File: config.mk
export PLATFORM = sky130hd
export DESIGN_NAME = inst_fetch
export DESIGN_NICKNAME = d
export VERILOG_FILES = /design/src/rtl/inst_fetch.sv
export SDC_FILE = /design/constraint.sdc
export NUM_CORES = 1
export LEC_CHECK = 0
export CAP_MARGIN = 20
export CELL_PAD_IN_SITES_DETAIL_PLACEMENT = 2
export CELL_PAD_IN_SITES_GLOBAL_PLACEMENT = 2
export CORE_UTILIZATION = 30
export CTS_BUF_LIST = sky130_fd_sc_hd__clkbuf_4 sky130_fd_sc_hd__clkbuf_8
export DETAILED_ROUTE_END_ITERATION = 8
export GPL_TIMING_DRIVEN = 0
export MAX_ROUTING_LAYER = met4
export PLACE_DENSITY_LB_ADDON = 0.1
export SETUP_SLACK_MARGIN = 0.02
export SYNTH_ARGS = -nofsm -noshare
export SYNTH_HDL_FRONTEND = slang
export SYNTH_SLANG_ARGS = --single-unit
File: constraint.sdc
create_clock -name clk -period 2.4 [get_ports clk]
set_clock_uncertainty 0.1 [all_clocks]
set_input_delay 0.36 -clock clk [delete_from_list [all_inputs] [get_ports clk]]
set_output_delay 0.36 -clock clk [all_outputs]
set_load 0.02 [all_outputs]
File: src/rtl/inst_fetch.sv
// Instruction-fetch stage: owns the PC, drives the synchronous instruction memory,
// and holds returned words in a 2-entry skid queue for decode.
module inst_fetch #(
    parameter int              AW       = 10,
    parameter int              DW       = 32,
    parameter logic [AW-1:0]   RESET_PC = '0
) (
    input  logic          clk,
    input  logic          clr_n,
    output logic [AW-1:0] imem_addr,
    input  logic [DW-1:0] imem_data,
    input  logic          redirect_valid,
    input  logic [AW-1:0] redirect_pc,
    output logic          if_valid,
    output logic [DW-1:0] if_instr,
    output logic [AW-1:0] if_pc,
    input  logic          id_ready
);

    logic [AW-1:0] r_req_pc;
    logic          r_inflight;
    logic [AW-1:0] r_infl_pc;
    logic [1:0]    r_count;
    logic [AW-1:0] r_q0_pc;
    logic [DW-1:0] r_q0_instr;
    logic [AW-1:0] r_q1_pc;
    logic [DW-1:0] r_q1_instr;

    logic          w_pop;
    logic [2:0]    w_occ;
    logic          w_issue;
    logic          w_wr_hi;
    logic [AW-1:0] w_n_req_pc;
    logic          w_n_inflight;
    logic [AW-1:0] w_n_infl_pc;
    logic [1:0]    w_n_count;
    logic [AW-1:0] w_n_q0_pc;
    logic [DW-1:0] w_n_q0_instr;
    logic [AW-1:0] w_n_q1_pc;
    logic [DW-1:0] w_n_q1_instr;

    assign w_pop   = (r_count != 2'd0) && id_ready;
    // Credit: entries held plus the word in flight, minus the one leaving this edge.
    assign w_occ   = {1'b0, r_count} + {2'b0, r_inflight} - {2'b0, w_pop};
    assign w_issue = (w_occ < 3'd2);
    assign w_wr_hi = ((r_count - {1'b0, w_pop}) != 2'd0);

    always_comb begin
        w_n_req_pc   = r_req_pc;
        w_n_inflight = 1'b0;
        w_n_infl_pc  = r_infl_pc;
        w_n_count    = r_count;
        w_n_q0_pc    = r_q0_pc;
        w_n_q0_instr = r_q0_instr;
        w_n_q1_pc    = r_q1_pc;
        w_n_q1_instr = r_q1_instr;
        if (redirect_valid) begin
            w_n_count  = 2'd0;
            w_n_req_pc = redirect_pc;
        end else begin
            if (w_pop) begin
                w_n_q0_pc    = r_q1_pc;
                w_n_q0_instr = r_q1_instr;
            end
            if (r_inflight) begin
                if (w_wr_hi) begin
                    w_n_q1_pc    = r_infl_pc;
                    w_n_q1_instr = imem_data;
                end else begin
                    w_n_q0_pc    = r_infl_pc;
                    w_n_q0_instr = imem_data;
                end
            end
            w_n_count = r_count - {1'b0, w_pop} + {1'b0, r_inflight};
            if (w_issue) begin
                w_n_inflight = 1'b1;
                w_n_infl_pc  = r_req_pc;
                w_n_req_pc   = r_req_pc + 1'b1;
            end
        end
    end

    always_ff @(posedge clk or negedge clr_n) begin
        if (!clr_n) begin
            r_req_pc   <= RESET_PC;
            r_inflight <= 1'b0;
            r_infl_pc  <= '0;
            r_count    <= 2'd0;
            r_q0_pc    <= '0;
            r_q0_instr <= '0;
            r_q1_pc    <= '0;
            r_q1_instr <= '0;
        end else begin
            r_req_pc   <= w_n_req_pc;
            r_inflight <= w_n_inflight;
            r_infl_pc  <= w_n_infl_pc;
            r_count    <= w_n_count;
            r_q0_pc    <= w_n_q0_pc;
            r_q0_instr <= w_n_q0_instr;
            r_q1_pc    <= w_n_q1_pc;
            r_q1_instr <= w_n_q1_instr;
        end
    end

    assign imem_addr = r_req_pc;
    assign if_valid  = (r_count != 2'd0);
    assign if_pc     = if_valid ? r_q0_pc : '0;
    assign if_instr  = if_valid ? r_q0_instr : '0;

endmodule

==> results.py, run 1 <==
metrics = {
    "logic_synthesis": {
        "synthFlopType": "sky130_fd_sc_hd__dfrtp_1",
        "synth_cells": 381,
        "netlist_top_cells_area": "sky130_fd_sc_hd__dfrtp_1 55%, sky130_fd_sc_hd__nor2b_1 11%, sky130_fd_sc_hd__mux2_2 9.0%",
        "netlist-cell-type-count": 32,
        "synth_most_common_cell": "sky130_fd_sc_hd__dfrtp_1",
        "synth.largest_area_cell": "sky130_fd_sc_hd__dfrtp_1",
        "synth.yosys.seq_area_share_pct": 54.9,
        "syn-num-nets": 431,
        "synth_async_sr_flop_share_pct": 100,
        "synth.cells.most_frequent": "107 x sky130_fd_sc_hd__dfrtp_1, 86 x sky130_fd_sc_hd__nor2b_1, 42 x sky130_fd_sc_hd__a221o_1",
        "synth_enable_flop_cells": 0,
        "synthDominantCellAreaShare_pct": 54.9,
        "yosysWarnings": 0,
        "synthesized_flop_and_latch_total": 107,
        "synth.avg_cell_area_um2": 12.8,
        "netlist_area_um2": 4880,
    },
    "flow_run": {
        "maxCapViolations": 0,
    },
    "clock_network": {
        "clkSinkCount": 107,
        "insertion_delay_ns": 0.39,
        "tritoncts": "built",
        "htreeDepth": 3,
        "cts-root-buf": "sky130_fd_sc_hd__clkbuf_8",
        "numCtsBuffers": 9,
        "clock_tree.buffer_depth": 2,
        "clkSlewWorstSetupHoldPaths_ns": 0.11,
    },
    "grt": {
        "antenna_found_initial": 0,
        "gr-usage-all-layers_pct": 17.7,
        "grt_max_degree": 56,
        "wire_length_of_the_first_global_routing_pass_um": 21800,
        "globalRouteOverflowTotal": 0,
        "via_count_of_the_first_global_routing_pass": 3971,
    },
    "setup_path": {
        "dominant_delay_contributor_by_cell_family_on_the_critical_path": "simple AND/OR/NAND/NOR gates",
        "cp_num_cells": 9,
        "crit_path_end_kind": "flop",
        "worstSetupPathType": "flop to flop",
        "cpPeakStageDelay_ns": 0.59,
        "timing.critical_path.cells": "nand3b_4 -> o21ai_4 -> nand2_2 -> fa_2 -> buf_6 -> nand2_4 -> nor4b_4 -> xnor2_1 -> o21ai_1",
        "cp-start-kind": "flop",
        "setup.worst_path.end": "imem_addr[9]$_DFFE_PN0P_",
        "r2r_cells": 9,
        "critical_path.reg2reg.startpoint": "r_count[0]$_DFF_PN0_",
        "crit-reg2reg-capture": "imem_addr[9]$_DFFE_PN0P_",
        "critical_path.startpoint": "r_count[0]$_DFF_PN0_",
        "highest_net_fanout_along_the_worst_path": 4,
        "worstPathRequired_ns": 2.55,
        "worst-r2r-setup-slack_ns": 0.07,
        "critical_path.n_buffers_inverters": 1,
        "cp_data_arrival_time_ns": 2.48,
        "worst_path_max_delay_cell": "sky130_fd_sc_hd__fa_2",
    },
    "place": {
        "placedInstanceArea_um2": 6180,
        "gp_routability_congestion": 0.702,
        "io_buffers": 97,
        "place.detailed.hpwl_um": 8700,
    },
    "timing": {
        "rsz0062_at_grt": "yes",
        "period_needed_ns": 2.33,
        "layout_worst_path_cycle_share_pct": 97.3,
        "maxClockFrequency_ghz": 0.428,
        "timing.max_slew.rel_slack_pct": 47.6,
        "report.final.slew_viol_count": 0,
        "final-hold-violation-count": 0,
        "worst_slew_pin_slew_ns": 0.787,
        "final-setup-viol-count": 0,
    },
    "final_layout": {
        "fin_util_pct": 42.3,
        "area_delta_synth_final_pct": 37.7,
        "num-nets-final": 559,
        "layout-drive-gt1-share_pct": 23.0,
        "postLayoutCellArea_um2": 6720,
        "nFillCells": 1624,
        "n_antenna_cell": 0,
    },
    "floorplanning": {
        "floorplan.die_area_um2": 16800,
        "floorplan.initialDensity_pct": 30.7,
        "chipHeight_um": 130,
        "die_x_um": 130,
        "fp.coreArea_um2": 15900,
        "core.rowCount": 46,
        "boundaryPins": 99,
    },
    "pwr": {
        "ir_drop_mv": 0.398,
        "power_per_cell_area_nw_per_um2": 1310,
        "post_route_total_power_mw": 8.77,
        "power_leakage_nw": 3.11,
    },
    "detailed_routing": {
        "drc": 0,
        "detail_route.wl_per_cell_um": 18.1,
        "via_count": 3534,
        "detailedRoute.firstIterationViolations": 102,
        "post_drt_via_cell_ratio": 4.84,
        "firstDrtPassIters": 4,
        "total_wirelength_of_the_detailed_routed_design_um": 13200,
        "ant_nets": 0,
    },
    "hold_path": {
        "hold_path.class": "flop to flop",
    },
    "run_status": {
        "run_status": "finished clean",
    },
}
[timing repair]
action | CTS | global route
endpoints found under the setup margin | 132 | 41
pin swaps | 6 | 7
endpoints found under the hold margin | 52 | 0
gates cloned | 3 | 0
buffers inserted | 11 | 4
gates resized for setup | 73 | 16
hold buffers | 1 | 0
[routing by layer]
metal,track usage (%),share of wire (%),vias up
li1,-,-,1613
met1,21.3,45,1845
met2,30.5,51,68
met3,3.88,3.2,8
met4,3.49,0.76,0
met5,-,0,-
[metrics by stage]
step                instances  setup TNS (ns)  setup WS, ns  hold slack, ns
CTS                       726         -0.0137       -0.0137           0.393
detailed placement        695          -63.03        -0.773           0.366
finish                    730               0        0.0651           0.410
global placement          694         -427.32         -3.85           0.375
floorplan                 381               0        0.0203         -0.0356
global route              730         -0.0939       -0.0412           0.419
[worst min-delay path by stage]
stage	slack, ns	depth (start not counted)	startpoint	endpoint
after detailed placement	0.37	1	clr_n	r_q1_instr[13]$_DFFE_PN0P_
after floorplan	-0.04	0	clr_n	imem_addr[0]$_DFFE_PN0P_
after CTS	0.39	3	redirect_pc[9]	imem_addr[9]$_DFFE_PN0P_
after global routing	0.42	3	redirect_pc[3]	imem_addr[3]$_DFFE_PN0P_
after global placement	0.37	1	r_q1_instr[15]$_DFFE_PN0P_	r_q1_instr[15]$_DFFE_PN0P_
final	0.41	1	r_q1_instr[5]$_DFFE_PN0P_	r_q1_instr[5]$_DFFE_PN0P_
[flip-flops by register name, indices dropped and copies added, names as in the netlist]
name and cells:
r_count 2, r_infl_pc 10, r_q0_pc 10, r_q0_instr 32, r_q1_pc 10, r_q1_instr 32
r_inflight 1, imem_addr 10
[cells by family after synthesis]
group,count (synthesis),synth area share (%)
xor gates and xnor gates,11,2.13
and+or+nand+nor,120,15.1
adders and majority gates,4,1.18
muxes,53,12.2
AOI/OAI and AO/OA,57,10.7
DFF,107,54.9
buffers and inverters,29,3.74
[where the power goes]
group	switching, mW	internal, mW
Sequential	0.498	2.63
Clock	0.649	0.616
Combinational	2.04	2.34
Total	3.19	5.58
[area by class of cell]
cell class	instances	area [um2]	share of cell area, %
multi-input combinational	245	2170	32.4
sequential	107	2680	39.9
clock inverter	6	88.8	1.32
inverter	5	18.8	0.279
buffer	24	211	3.15
clock buffer	10	138	2.05
timing repair buffer	117	1140	16.9
tap	216	270	4.02
[layout by cell type, fill, tap and decap left out, drive strengths merged, types with 5 or more instances in the layout]
master	synthesis	routed
nand2	14	14
nor2b	86	86
a221o	42	42
o21ai	13	13
clkbuf	7	19
xor2	6	6
buf	17	35
mux2	52	52
clkdlybuf4s50	0	52
dlygate4sd2	0	40
dfrtp	107	107
xnor2	5	5
inv	5	5
(Power assumes the default switching activity.)
==> inputs of run 2 (changes only) <==
- ABC_AREA: default -> 1
- CORE_MARGIN: default -> 4
- CORE_UTILIZATION: 30 -> 28
==> results.py, run 2 <==
metrics = {
    "final_layout": {
        "layout.cells.most_common": "sky130_fd_sc_hd__nand2_1",
        "final_cell_mix": "256 x sky130_fd_sc_hd__nand2_1, 142 x sky130_fd_sc_hd__nand3_1, 106 x sky130_fd_sc_hd__dfrtp_1, 98 x sky130_fd_sc_hd__inv_1, 52 x sky130_fd_sc_hd__clkdlybuf4s50_1",
        "layout-drive-gt1-share_pct": 11.1,
        "num-nets-final": 947,
        "area_used_by_multi_input_combinational_logic_um2": 2430,
        "nFillCells": 2382,
        "seqCellArea_um2": 2680,
        "area_delta_synth_final_pct": 26.8,
        "largest_registers": "r_q0_instr (32), r_q1_instr (32)",
        "n_antenna_cell": 0,
    },
    "setup_path": {
        "cp_data_arrival_time_ns": 1.85,
        "crit_path_end_kind": "output pin",
        "crit-reg2reg-capture": "imem_addr[7]$_DFFE_PN0P_",
        "timing.critical_path.cells": "inv_2 -> nand2_4 -> clkinv_2 -> clkbuf_4 -> nor2_1 -> clkdlybuf4s15_2",
        "critical_path.reg2reg.startpoint": "r_count[1]$_DFF_PN0_",
        "worst_path_max_delay_cell": "sky130_fd_sc_hd__dfrtp_2",
        "worstPathRequired_ns": 1.94,
        "r2r_cells": 13,
        "worst-r2r-setup-slack_ns": 0.20,
        "highest_net_fanout_along_the_worst_path": 10,
        "cpPeakStageDelay_ns": 0.41,
        "worstSetupPathType": "flop to output pin",
        "cp-start-kind": "flop",
    },
    "hold_path": {
        "hold_path.class": "input port to async pin",
    },
    "logic_synthesis": {
        "netlist_top_cells_area": "sky130_fd_sc_hd__dfrtp_1 46%, sky130_fd_sc_hd__nand2_1 17%, sky130_fd_sc_hd__nand3_1 12%",
        "synth.largest_area_cell": "sky130_fd_sc_hd__dfrtp_1",
        "yosysWarnings": 0,
        "netlist-cell-type-count": 28,
        "synth.avg_cell_area_um2": 7.34,
        "netlist_area_um2": 5770,
        "syn-num-nets": 836,
        "synthFlopType": "sky130_fd_sc_hd__dfrtp_1",
        "synth_most_common_cell": "sky130_fd_sc_hd__nand2_1",
        "synth.cells.most_frequent": "257 x sky130_fd_sc_hd__nand2_1, 142 x sky130_fd_sc_hd__nand3_1, 107 x sky130_fd_sc_hd__dfrtp_1",
        "synthDominantCellAreaShare_pct": 46.4,
        "synth.yosys.seq_area_share_pct": 46.4,
        "synth_async_sr_flop_share_pct": 100,
        "synth_cells": 786,
        "synthesized_flop_and_latch_total": 107,
        "synth_enable_flop_cells": 0,
    },
    "pwr": {
        "ir_drop_mv": 0.413,
        "power_per_cell_area_nw_per_um2": 1310,
        "power_leakage_nw": 3.79,
    },
    "timing": {
        "final-setup-viol-count": 0,
        "final-hold-violation-count": 0,
        "rsz0062_at_grt": "no",
        "fin_worst_hold_slack_ns": 0.251,
        "layout_worst_path_cycle_share_pct": 96.3,
        "final.setup.tns_ns": 0,
        "report.final.slew_viol_count": 0,
        "period_needed_ns": 2.31,
        "worst_slew_pin_slew_ns": 0.637,
        "maxClockFrequency_ghz": 0.433,
        "timing.max_slew.rel_slack_pct": 57.5,
    },
    "detailed_routing": {
        "detail_route.wl_per_cell_um": 17.7,
        "drc": 0,
        "ant_nets": 0,
        "detailedRoute.firstIterationViolations": 194,
        "post_drt_via_cell_ratio": 4.79,
        "firstDrtPassIters": 4,
        "total_wirelength_of_the_detailed_routed_design_um": 20800,
        "via_count": 5615,
    },
    "clock_network": {
        "htreeDepth": 3,
        "cts-root-buf": "sky130_fd_sc_hd__clkbuf_8",
        "insertion_delay_ns": 0.40,
        "clock_tree.buffer_depth": 2,
        "tritoncts": "built",
        "numCtsBuffers": 9,
        "clkSinkCount": 107,
        "clkSlewWorstSetupHoldPaths_ns": 0.12,
    },
    "grt": {
        "top_usage_layer": "met2",
        "grt_max_degree": 89,
        "gr-usage-all-layers_pct": 19.4,
        "antenna_found_initial": 0,
        "wire_length_of_the_first_global_routing_pass_um": 33900,
        "use_met2_pct": 34.3,
        "globalRouteOverflowTotal": 0,
        "via_count_of_the_first_global_routing_pass": 6286,
        "global_route_track_usage_on_met3_pct": 2.14,
        "gr-usage-met1_pct": 23.9,
    },
    "floorplanning": {
        "chipHeight_um": 152,
        "core.rowCount": 52,
        "die_x_um": 152,
        "floorplan.die_area_um2": 23000,
        "fp.coreArea_um2": 20200,
        "floorplan.initialDensity_pct": 28.5,
        "boundaryPins": 99,
    },
    "place": {
        "place.detailed.hpwl_um": 14900,
        "gp_routability_congestion": 0.763,
        "io_buffers": 96,
    },
    "run_status": {
        "run_status": "finished clean",
    },
    "flow_run": {
        "maxCapViolations": 0,
    },
}
run 2: cell types whose count changed after synthesis, moves of 15 or more:
cell,change
sky130_fd_sc_hd__a221o_1,-42
sky130_fd_sc_hd__inv_1,+94
sky130_fd_sc_hd__mux2_2,-39
sky130_fd_sc_hd__nand2_1,+243
sky130_fd_sc_hd__nand3_1,+139
sky130_fd_sc_hd__nor2_1,+46
sky130_fd_sc_hd__nor2b_1,-86
sky130_fd_sc_hd__o21ai_0,+15
sky130_fd_sc_hd__o21ai_1,+16
run 2: timing repair:
item	4_1_cts	5_1_grt
resized for setup	73	20
hold buffers	1	0
endpoints found under the setup margin	43	50
buffers inserted	0	2
pin swaps	0	0
endpoints found under the hold margin	19	0
gates cloned	0	0
run 2: worst max-delay path by stage:
stage / end / start / cells past startpoint
4_1_cts: if_instr[28] / r_count[1]$_DFF_PN0_ / 6
6_report: if_instr[28] / r_count[1]$_DFF_PN0_ / 6
2_1_floorplan: imem_addr[2]$_DFFE_PN0P_ / id_ready / 14
5_1_grt: imem_addr[4]$_DFFE_PN0P_ / r_count[1]$_DFF_PN0_ / 13
3_5_place_dp: if_instr[28] / r_count[1]$_DFF_PN0_ / 6
3_3_place_gp: imem_addr[4]$_DFFE_PN0P_ / clr_n / 1
run 2: layer usage:
| metal | vias to the layer above | wire (um) | part of all wire (%) |
|---|---|---|---|
| met5 | - | 0 | 0 |
| met3 | 14 | 464 | 2.2 |
| li1 | 2667 | - | - |
| met4 | 0 | 242 | 1.2 |
| met2 | 84 | 10700 | 52 |
| met1 | 2850 | 9360 | 45 |
run 2: where the power goes:
part / internal, mW / switching (mW)
sequential: 2.64 / 0.635
clock: 0.617 / 0.695
combinational: 1.80 / 3.17
run 2: critical path, delay by kind of cell (launching register included):
family	cells	cell delay (ns)
buffers and inverters	4	0.71
flip-flops	1	0.41
AND/OR/NAND/NOR	2	0.32
run 2: kinds of logic after synthesis:
kind of cell,Yosys count,share of synthesized area (%)
and+or+nand+nor,465,34.9
DFF,107,46.4
adders and majority gates,4,0.997
AOI/OAI and AO/OA,57,5.66
xor gates and xnor gates,2,0.304
buffers and inverters,151,11.8
run 2: area by class of cell:
class / count / area share [%]
inverters: 103 / 5.33
multi-input cells: 528 / 33.2
well taps: 270 / 4.61
flip-flops and latches: 107 / 36.6
repair buffers: 100 / 12.9
clock inverters: 6 / 1.21
plain buffers: 48 / 4.24
clock buffers: 10 / 1.88
run 2: through the flow:
step | instance area, um2 | util, % | setup WS (ns) | std cells | power (mW)
2_1_floorplan | 5770 | - | 0.389 | 786 | 6.38
3_3_place_gp | 7070 | 34.9 | -3.87 | 1152 | 8.16
3_5_place_dp | 7100 | 35.1 | -0.339 | 1153 | 8.46
4_1_cts | 7330 | 36.2 | 0.00743 | 1170 | 9.71
5_1_grt | 7320 | 36.2 | 0.00696 | 1172 | 10.4
6_report | 7320 | 36.2 | 0.0891 | 1172 | 9.56
==> inputs of run 3 (changes only) <==
- CORE_MARGIN: 4 -> 2
- CTS_CLUSTER_SIZE: default -> 28
==> results.py, run 3 (synthesis gave the netlist of run 2 again) <==
metrics = {
    "floorplanning": {
        "boundaryPins": 99,
        "floorplan.initialDensity_pct": 28.5,
        "chipHeight_um": 148,
        "core.rowCount": 52,
        "die_x_um": 148,
        "fp.coreArea_um2": 20200,
        "floorplan.die_area_um2": 21800,
    },
    "detailed_routing": {
        "firstDrtPassIters": 4,
        "detail_route.wl_per_cell_um": 17.4,
        "post_drt_via_cell_ratio": 4.76,
        "detailedRoute.firstIterationViolations": 171,
        "total_wirelength_of_the_detailed_routed_design_um": 20400,
        "via_count": 5578,
        "drc": 0,
        "ant_nets": 0,
    },
    "final_layout": {
        "n_antenna_cell": 0,
        "layout.cells.most_common": "sky130_fd_sc_hd__nand2_1",
        "fin_util_pct": 36.2,
        "final_cell_mix": "254 x sky130_fd_sc_hd__nand2_1, 142 x sky130_fd_sc_hd__nand3_1, 106 x sky130_fd_sc_hd__dfrtp_1, 97 x sky130_fd_sc_hd__inv_1, 52 x sky130_fd_sc_hd__clkdlybuf4s50_1",
        "largest_registers": "r_q0_instr (32), r_q1_instr (32)",
        "layout-drive-gt1-share_pct": 11.8,
        "num-nets-final": 946,
        "postLayoutCellArea_um2": 7330,
        "area_delta_synth_final_pct": 27.1,
        "stdcell_count": 1171,
    },
    "grt": {
        "globalRouteOverflowTotal": 0,
        "grt_max_degree": 78,
        "wire_length_of_the_first_global_routing_pass_um": 33600,
        "via_count_of_the_first_global_routing_pass": 6283,
        "antenna_found_initial": 0,
        "gr-usage-all-layers_pct": 20.2,
    },
    "clock_network": {
        "clock_tree.buffer_depth": 2,
        "insertion_delay_ns": 0.39,
        "cts-root-buf": "sky130_fd_sc_hd__clkbuf_8",
        "numCtsBuffers": 9,
        "clkSinkCount": 107,
        "tritoncts": "built",
        "clkSlewWorstSetupHoldPaths_ns": 0.10,
        "htreeDepth": 3,
    },
    "timing": {
        "final-hold-violation-count": 0,
        "timing.max_slew.rel_slack_pct": 55.9,
        "rsz0062_at_grt": "yes",
        "worst_slew_pin_slew_ns": 0.662,
        "report.final.slew_viol_count": 0,
        "final-setup-viol-count": 0,
        "maxClockFrequency_ghz": 0.437,
        "layout_worst_path_cycle_share_pct": 95.3,
        "period_needed_ns": 2.29,
    },
    "setup_path": {
        "cp_data_arrival_time_ns": 1.83,
        "timing.critical_path.cells": "inv_2 -> nand2_4 -> clkinv_2 -> clkbuf_4 -> nor2_1 -> clkdlybuf4s15_2",
        "crit_path_end_kind": "output pin",
        "worst_path_max_delay_cell": "sky130_fd_sc_hd__dfrtp_2",
        "cp-start-kind": "flop",
        "highest_net_fanout_along_the_worst_path": 10,
        "cpPeakStageDelay_ns": 0.43,
        "worstPathRequired_ns": 1.94,
        "worstSetupPathType": "flop to output pin",
    },
    "place": {
        "place.detailed.hpwl_um": 14700,
        "placedInstanceArea_um2": 7100,
        "placed_cells": 1153,
        "gp_routability_congestion": 0.759,
        "io_buffers": 96,
    },
    "pwr": {
        "power_leakage_nw": 3.74,
        "ir_drop_mv": 0.402,
        "power_per_cell_area_nw_per_um2": 1300,
    },
    "run_status": {
        "run_status": "finished clean",
    },
    "hold_path": {
        "hold_path.class": "input port to flop",
    },
    "flow_run": {
        "maxCapViolations": 0,
    },
}
## run 3: worst paths after layout
kind | startpoint | cells past startpoint | end | slack (ns)
max | r_count[1]$_DFF_PN0_ | 6 | if_instr[28] | 0.11
min | redirect_valid | 3 | imem_addr[1]$_DFFE_PN0P_ | 0.22
max in group asynchronous | clr_n | 3 | r_count[1]$_DFF_PN0_ | 1.15
min in group asynchronous | clr_n | 2 | r_q0_instr[26]$_DFFE_PN0N_ | 0.31
max reg2reg | r_count[1]$_DFF_PN0_ | 8 | r_q1_instr[0]$_DFFE_PN0P_ | 0.19
min reg2reg | r_q1_pc[2]$_DFFE_PN0P_ | 2 | r_q1_pc[2]$_DFFE_PN0P_ | 0.40
## run 3: final cells by class
| class | count | area, um2 |
|---|---|---|
| Multi-Input combinational cell | 528 | 2440 |
| Clock buffer | 12 | 165 |
| Sequential cell | 107 | 2680 |
| Fill cell | 2359 | 12900 |
| Tap cell | 270 | 338 |
| Inverter | 103 | 390 |
| Buffer | 47 | 305 |
| Clock inverter | 4 | 47.5 |
| Timing Repair Buffer | 100 | 965 |
## run 3: worst max-delay path, delay by kind of cell (launching register included)
kind	cells	cell delay, ns
buf+inv	4	0.71
flops	1	0.43
simple gates	2	0.31
## run 3: layer usage
layer / vias up / part of all wire (%) / global-route usage [%]
li1: 2666 / - / -
met1: 2804 / 45 / 24.8
met2: 94 / 51 / 35.3
met3: 14 / 2.4 / 2.04
met4: 0 / 1.0 / 5.58
met5: - / 0 / -
## run 3: what timing repair did
action                                 CTS  global route
hold buffers                             1             0
resized for setup                       71            47
pin swaps                                0             1
buffers inserted                         0             2
setup endpoints to repair               45            63
endpoints found under the hold margin   30             0
## run 3: through the flow
stage	setup WS, ns	power (mW)	hold WS [ns]	setup TNS (ns)
3_5_place_dp	-0.321	8.47	0.174	-8.37
2_1_floorplan	0.389	6.38	-0.0356	0
4_1_cts	0.0183	9.63	0.208	0
5_1_grt	0.00533	10.4	0.256	0
6_report	0.112	9.54	0.222	0
3_3_place_gp	-3.76	8.15	0.368	-406.80
## run 3: where the power goes
group          switching [mW]  internal, mW  leakage (nW)
Combinational            3.19          1.83          2.29
Clock                   0.677         0.566         0.108
Sequential              0.643          2.64          1.34
==> variant 1, RTL diff (settings of run 2) <==
Change the parameter `DW` from 32 to 24.
--- a/src/rtl/inst_fetch.sv
+++ b/src/rtl/inst_fetch.sv
@@ -2,7 +2,7 @@
 // and holds returned words in a 2-entry skid queue for decode.
 module inst_fetch #(
     parameter int              AW       = 10,
-    parameter int              DW       = 32,
+    parameter int              DW       = 24,
     parameter logic [AW-1:0]   RESET_PC = '0
 ) (
     input  logic          clk,
Interface: changed (resized if_instr and imem_data); port bits go from 99 to 83. The function was not compared with the original's and may differ.
==> variant 1 against run 2 <==
Synthesized cell count decreased by 16%; via count shrank 16%; cell count down 17%; final area decreased by 15%; worst setup slack better by 52 ps; non-clock buffer count shrank 27; clock power up 8%; total power fell by 13%; wire length decreased by 21%; register-to-register slack gained 30 ps; sequential cell count shrank 16; fmax up 2.3%; area after synthesis down 16%; critical path type unchanged; largest cell class unchanged; largest power group unchanged; highest routed layer unchanged.
==> variant 1: results (changes against run 2) <==
Clock share of power = 17.0% (was 13.7%)
Sw Share = 44.8% (was 47.1%)
Global-route wire length before repair = 27.4 mm (was 33.9 mm)
Hold WS = 241 ps (was 251 ps)
Detailed placement HPWL = 11.9 mm (was 14.9 mm)
Count of cell types in the netlist = 29 (was 28)
Net Count, Synth = 700 (was 836)
Inst Count DP = 959 (was 1153)
Syn Inst Count = 658 (was 786)
Synth top cells by count = nand2_1 (218), nand3_1 (114), dfrtp_1 (91) (was nand2_1 (257), nand3_1 (142), dfrtp_1 (107))
Synth top area cells = dfrtp_1 (47%), nand2_1 (17%), nand3_1 (12%) (was dfrtp_1 (46%), nand2_1 (17%), nand3_1 (12%))
Met2 global-route usage = 31.5% (was 34.3%)
Seq/Total Area, Yosys = 46.9% (was 46.4%)
P_clk = 1420 uW (was 1310 uW)
Post-Synth XOR/XNOR Area = 0.721% (was 0.303%)
LEAKAGE = 0.00317 uW (was 0.00379 uW)
Reg-to-reg critical path endpoint = r_infl_pc[6] (was imem_addr[7])
Worst slack, placed = -340 ps (was -339 ps)
Detailed-route wire length per cell = 16.7 microns (was 17.7 microns)
Hold Path End = imem_addr[0]
WP data arrival = 1800 ps (was 1850 ps)
Routability cong. = 0.765 (was 0.763)
Worst reg2reg setup slack = 230 ps (was 200 ps)
Metal-1 WL = 7.26 mm (was 9.36 mm)
M1 GR Usage = 21.4% (was 23.9%)
Reg2reg start = r_count[0] (was r_count[1])
DRT iter0 DRCs = 162 (was 194)
HP Class = in -> reg (was in -> async)
Vias = 4692 (was 5615)
Slew headroom = 50.6% (was 57.5%)
Largest net degree at the start of global routing = 54 (was 89)
Total track usage = 17.9% (was 19.4%)
Worst path max stage delay = 430 ps (was 410 ps)
Placed Area = 5950 sq um (was 7100 sq um)
Met2 WL = 8.44 mm (was 10.7 mm)
Outcome = complete, no violations (unchanged)
Filler cell count = 2012 (was 2382)
Max rail drop VDD = 0.000404 V (was 0.000413 V)
Met3 routed WL = 424 microns (was 464 microns)
Largest registers = r_q0_instr x24, r_q1_instr x24 (was r_q0_instr x32, r_q1_instr x32)
# port buffers = 80 (was 96)
H-tree depth = 3 (unchanged)
Seq pwr share = 33.8% (was 34.2%)
Synth Area in Compound Gates = 5.44% (was 5.66%)
Clock Pin Slew Worst Setup and Hold Paths = 90 ps (was 120 ps)
-- variant 1: changes by cell type in the layout (fill, tap and decap cells not counted), sizes merged, moves of 8 or more --
| cell | before | now |
|---|---|---|
| inv | 102 | 84 |
| nand3 | 146 | 118 |
| dlygate4sd2 | 25 | 12 |
| dfrtp | 107 | 91 |
| buf | 37 | 29 |
| o21ai | 52 | 44 |
| nand2 | 260 | 221 |
| clkdlybuf4s50 | 52 | 44 |
-- variant 1: worst max-delay path by stage --
stage,from,endpoint,slack [ps],cells after the start
2_1_floorplan,r_count[0],r_infl_pc[3],430,12
3_3_place_gp,clr_n,r_q0_instr[0],-2970,1
6_report,r_count[1],if_instr[20],140,6
5_1_grt,r_count[1],if_instr[4],20,6
3_5_place_dp,r_count[1],if_instr[22],-340,6
4_1_cts,r_count[1],if_instr[22],10,6
-- variant 1: kinds of logic (layout without fill, tap and decap cells) --
logic type      count (synthesis)  in the layout
simple gates                  388            388
buf+inv                       122            222
flops                          91             91
compound gates                 49             49
fa+ha+maj                       4              4
xor+xnor                        4              4
-- variant 1: layout make-up --
| class | count | area share, % |
|---|---|---|
| sequential | 91 | 36.7 |
| multi-input combinational | 445 | 33.0 |
| timing repair buffer | 84 | 12.8 |
| inverter | 85 | 5.26 |
| tap | 220 | 4.43 |
| buffer | 37 | 3.60 |
| clock buffer | 11 | 2.24 |
| clock inverter | 5 | 2.01 |
-- variant 1: timing repair --
| item | in CTS | in global routing |
|---|---|---|
| setup endpoints to repair | 35 | 45 |
| gates resized for setup | 68 | 18 |
| pin swaps | 0 | 1 |
| setup buffers | 0 | 2 |
| endpoints found under the hold margin | 52 | 0 |
| hold buffers | 1 | 0 |
-- variant 1: worst min-delay path, delay by kind of cell --
family                 cells  cell delay [ps]
buffers and inverters      1              170
and+or+nand+nor            2              150
==> variant 2, RTL diff (settings of run 2) <==
Made on the original files. Take the reset off `r_q0_instr` and `r_q1_instr` and load them in a clocked block of their own.
--- a/src/rtl/inst_fetch.sv
+++ b/src/rtl/inst_fetch.sv
@@ -87,19 +87,20 @@
             r_infl_pc  <= '0;
             r_count    <= 2'd0;
             r_q0_pc    <= '0;
-            r_q0_instr <= '0;
             r_q1_pc    <= '0;
-            r_q1_instr <= '0;
         end else begin
             r_req_pc   <= w_n_req_pc;
             r_inflight <= w_n_inflight;
             r_infl_pc  <= w_n_infl_pc;
             r_count    <= w_n_count;
             r_q0_pc    <= w_n_q0_pc;
-            r_q0_instr <= w_n_q0_instr;
             r_q1_pc    <= w_n_q1_pc;
-            r_q1_instr <= w_n_q1_instr;
         end
+    end
+
+    always_ff @(posedge clk) begin
+        r_q0_instr <= w_n_q0_instr;
+        r_q1_instr <= w_n_q1_instr;
     end
 
     assign imem_addr = r_req_pc;
Behaviour: no difference found for any inputs over 10 cycles, from zero or initial values; that may be too few to reach the edited logic, so the function may still have changed.
==> variant 2 against run 2 <==
Core utilization rose by 0.34 points; non-clock buffer count is 8 lower; wire length down 22%; area after synthesis shrank 10%; final area decreased by 9.8%; sequential share of layout area is 8.8 points higher; worst setup slack improved by 54 ps; clock power is 19% lower; total power is 10% lower; sequential cell count stayed put; hold slack gained 30 ps; critical path type unchanged.
==> variant 2: results (changes against run 2) <==
Outcome = complete, no violations (unchanged)
Layout cells sized above 1 = 13.6% (was 11.1%)
Num CTS Buffers = 9 (unchanged)
P_clk = 1060 uW (was 1310 uW)
Total track usage = 16.5% (was 19.4%)
Vias/cell = 4.78 (was 4.79)
Synth top area cells = edfxtp_1 (37%), dfrtp_1 (21%), nand2_1 (10%) (was dfrtp_1 (46%), nand2_1 (17%), nand3_1 (12%))
Net Count, Synth = 636 (was 836)
Seq/Total Area, Yosys = 57.8% (was 46.4%)
Global-route wire length before repair = 26.0 mm (was 33.9 mm)
Number of nets in the layout = 753 (was 947)
Detailed-route wire length per cell = 17.3 microns (was 17.7 microns)
WP data arrival = 1800 ps (was 1850 ps)
Cts repair resizes = 61 (was 73)
Worst Path Max Fanout = 10 (unchanged)
Max rail drop VDD = 0.000367 V (was 0.000413 V)
Setup WS post-layout = 143 ps (was 89.1 ps)
Net Sw Power = 3840 uW (was 4500 uW)
Worst reg2reg setup slack = 180 ps (was 200 ps)
Clock share of power = 12.3% (was 13.7%)
Clock Pin Slew Worst Setup and Hold Paths = 100 ps (was 120 ps)
Clock Latency Late Sink = 380 ps (was 400 ps)
Vias in the first global route = 4908 (was 6286)
DRT iter0 DRCs = 158 (was 194)
Routability cong. = 0.771 (was 0.763)
P_comb = 4330 uW (was 4970 uW)
Count of cell types in the netlist = 30 (was 28)
Largest registers = r_q0_instr x32, r_q1_instr x32 (unchanged)
Root Driver = clkbuf_8 (unchanged)
Post-synth EDFFs = 64 (was 0)
Primary FF master, synth = edfxtp_1 (was dfrtp_1)
Largest net degree at the start of global routing = 35 (was 89)
Mapped Avg Cell Area = 8.85 sq um (was 7.34 sq um)
Worst Max-Slew Pin Slew = 566 ps (was 637 ps)
Synth top cells by count = nand2_1 (140), nor2_1 (80), nand3_1 (78) (was nand2_1 (257), nand3_1 (142), dfrtp_1 (107))
Worst slack, placed = -622 ps (was -339 ps)
Detailed placement HPWL = 11.5 mm (was 14.9 mm)
Postcts setup bufs = 4 (was 0)
LEAKAGE = 0.00297 uW (was 0.00379 uW)
Final WL = 16.2 mm (was 20.8 mm)
DR pass1 iterations = 4 (unchanged)
Post-synthesis async set-or-reset flop share = 40.2% (was 100%)
Inst Count DP = 913 (was 1153)
N_diodes = 0 (unchanged)
H-tree depth = 3 (unchanged)
-- variant 2: cell type report --
type | count | area, sq um
repair buffers | 105 | 920
clock inverters | 5 | 30.0
multi-input cells | 372 | 1730
plain buffers | 35 | 210
well taps | 229 | 287
inverters | 72 | 278
flip-flops and latches | 107 | 3000
fillers | 2020 | 11500
repair inverters | 1 | 7.51
clock buffers | 11 | 145
-- variant 2: metrics by stage --
step | hold WS [ps] | util [%] | instance area (sq um)
2_1_floorplan | -35.6 | - | 5190
3_3_place_gp | 367 | 35.6 | 6440
3_5_place_dp | 166 | 35.8 | 6470
4_1_cts | 264 | 36.9 | 6680
5_1_grt | 284 | 36.5 | 6610
6_report | 281 | 36.5 | 6610
-- variant 2: logic make-up (layout without fill, tap and decap cells) --
group / count (synthesis) / count (layout) / synth area share (%)
AOI/OAI and AO/OA: 56 / 56 / 6.27
and+or+nand+nor: 307 / 307 / 25.1
xor gates and xnor gates: 5 / 5 / 0.845
buffers and inverters: 107 / 229 / 8.90
adders and majority gates: 4 / 4 / 1.11
DFF: 107 / 107 / 57.8
-- variant 2: layer usage --
metal	global-route usage [%]	share of wire, %	up-vias
met2	27.6	49	93
met3	2.02	3.6	12
li1	-	-	2140
met4	5.05	1.3	0
met1	21.0	46	2230
met5	-	0	-
-- variant 2: worst paths after layout --
check,from,to,depth (start not counted)
worst max-delay path,r_count[1],if_instr[3],6
worst min-delay path,clr_n,imem_addr[6],2
worst max register to register,r_count[0],imem_addr[6],11
worst min register to register,r_q1_pc[3],r_q1_pc[3],2
max in group asynchronous,clr_n,r_count[1],3
min in group clk,redirect_valid,imem_addr[2],4
-- variant 2: critical path, stage by stage (launching register included) --
cell             delay (ps)
dfrtp_2                 410
inv_1                    90
nand2_4                 140
clkinv_2                130
clkbuf_4                210
nor2_1                  110
clkdlybuf4s15_1         320
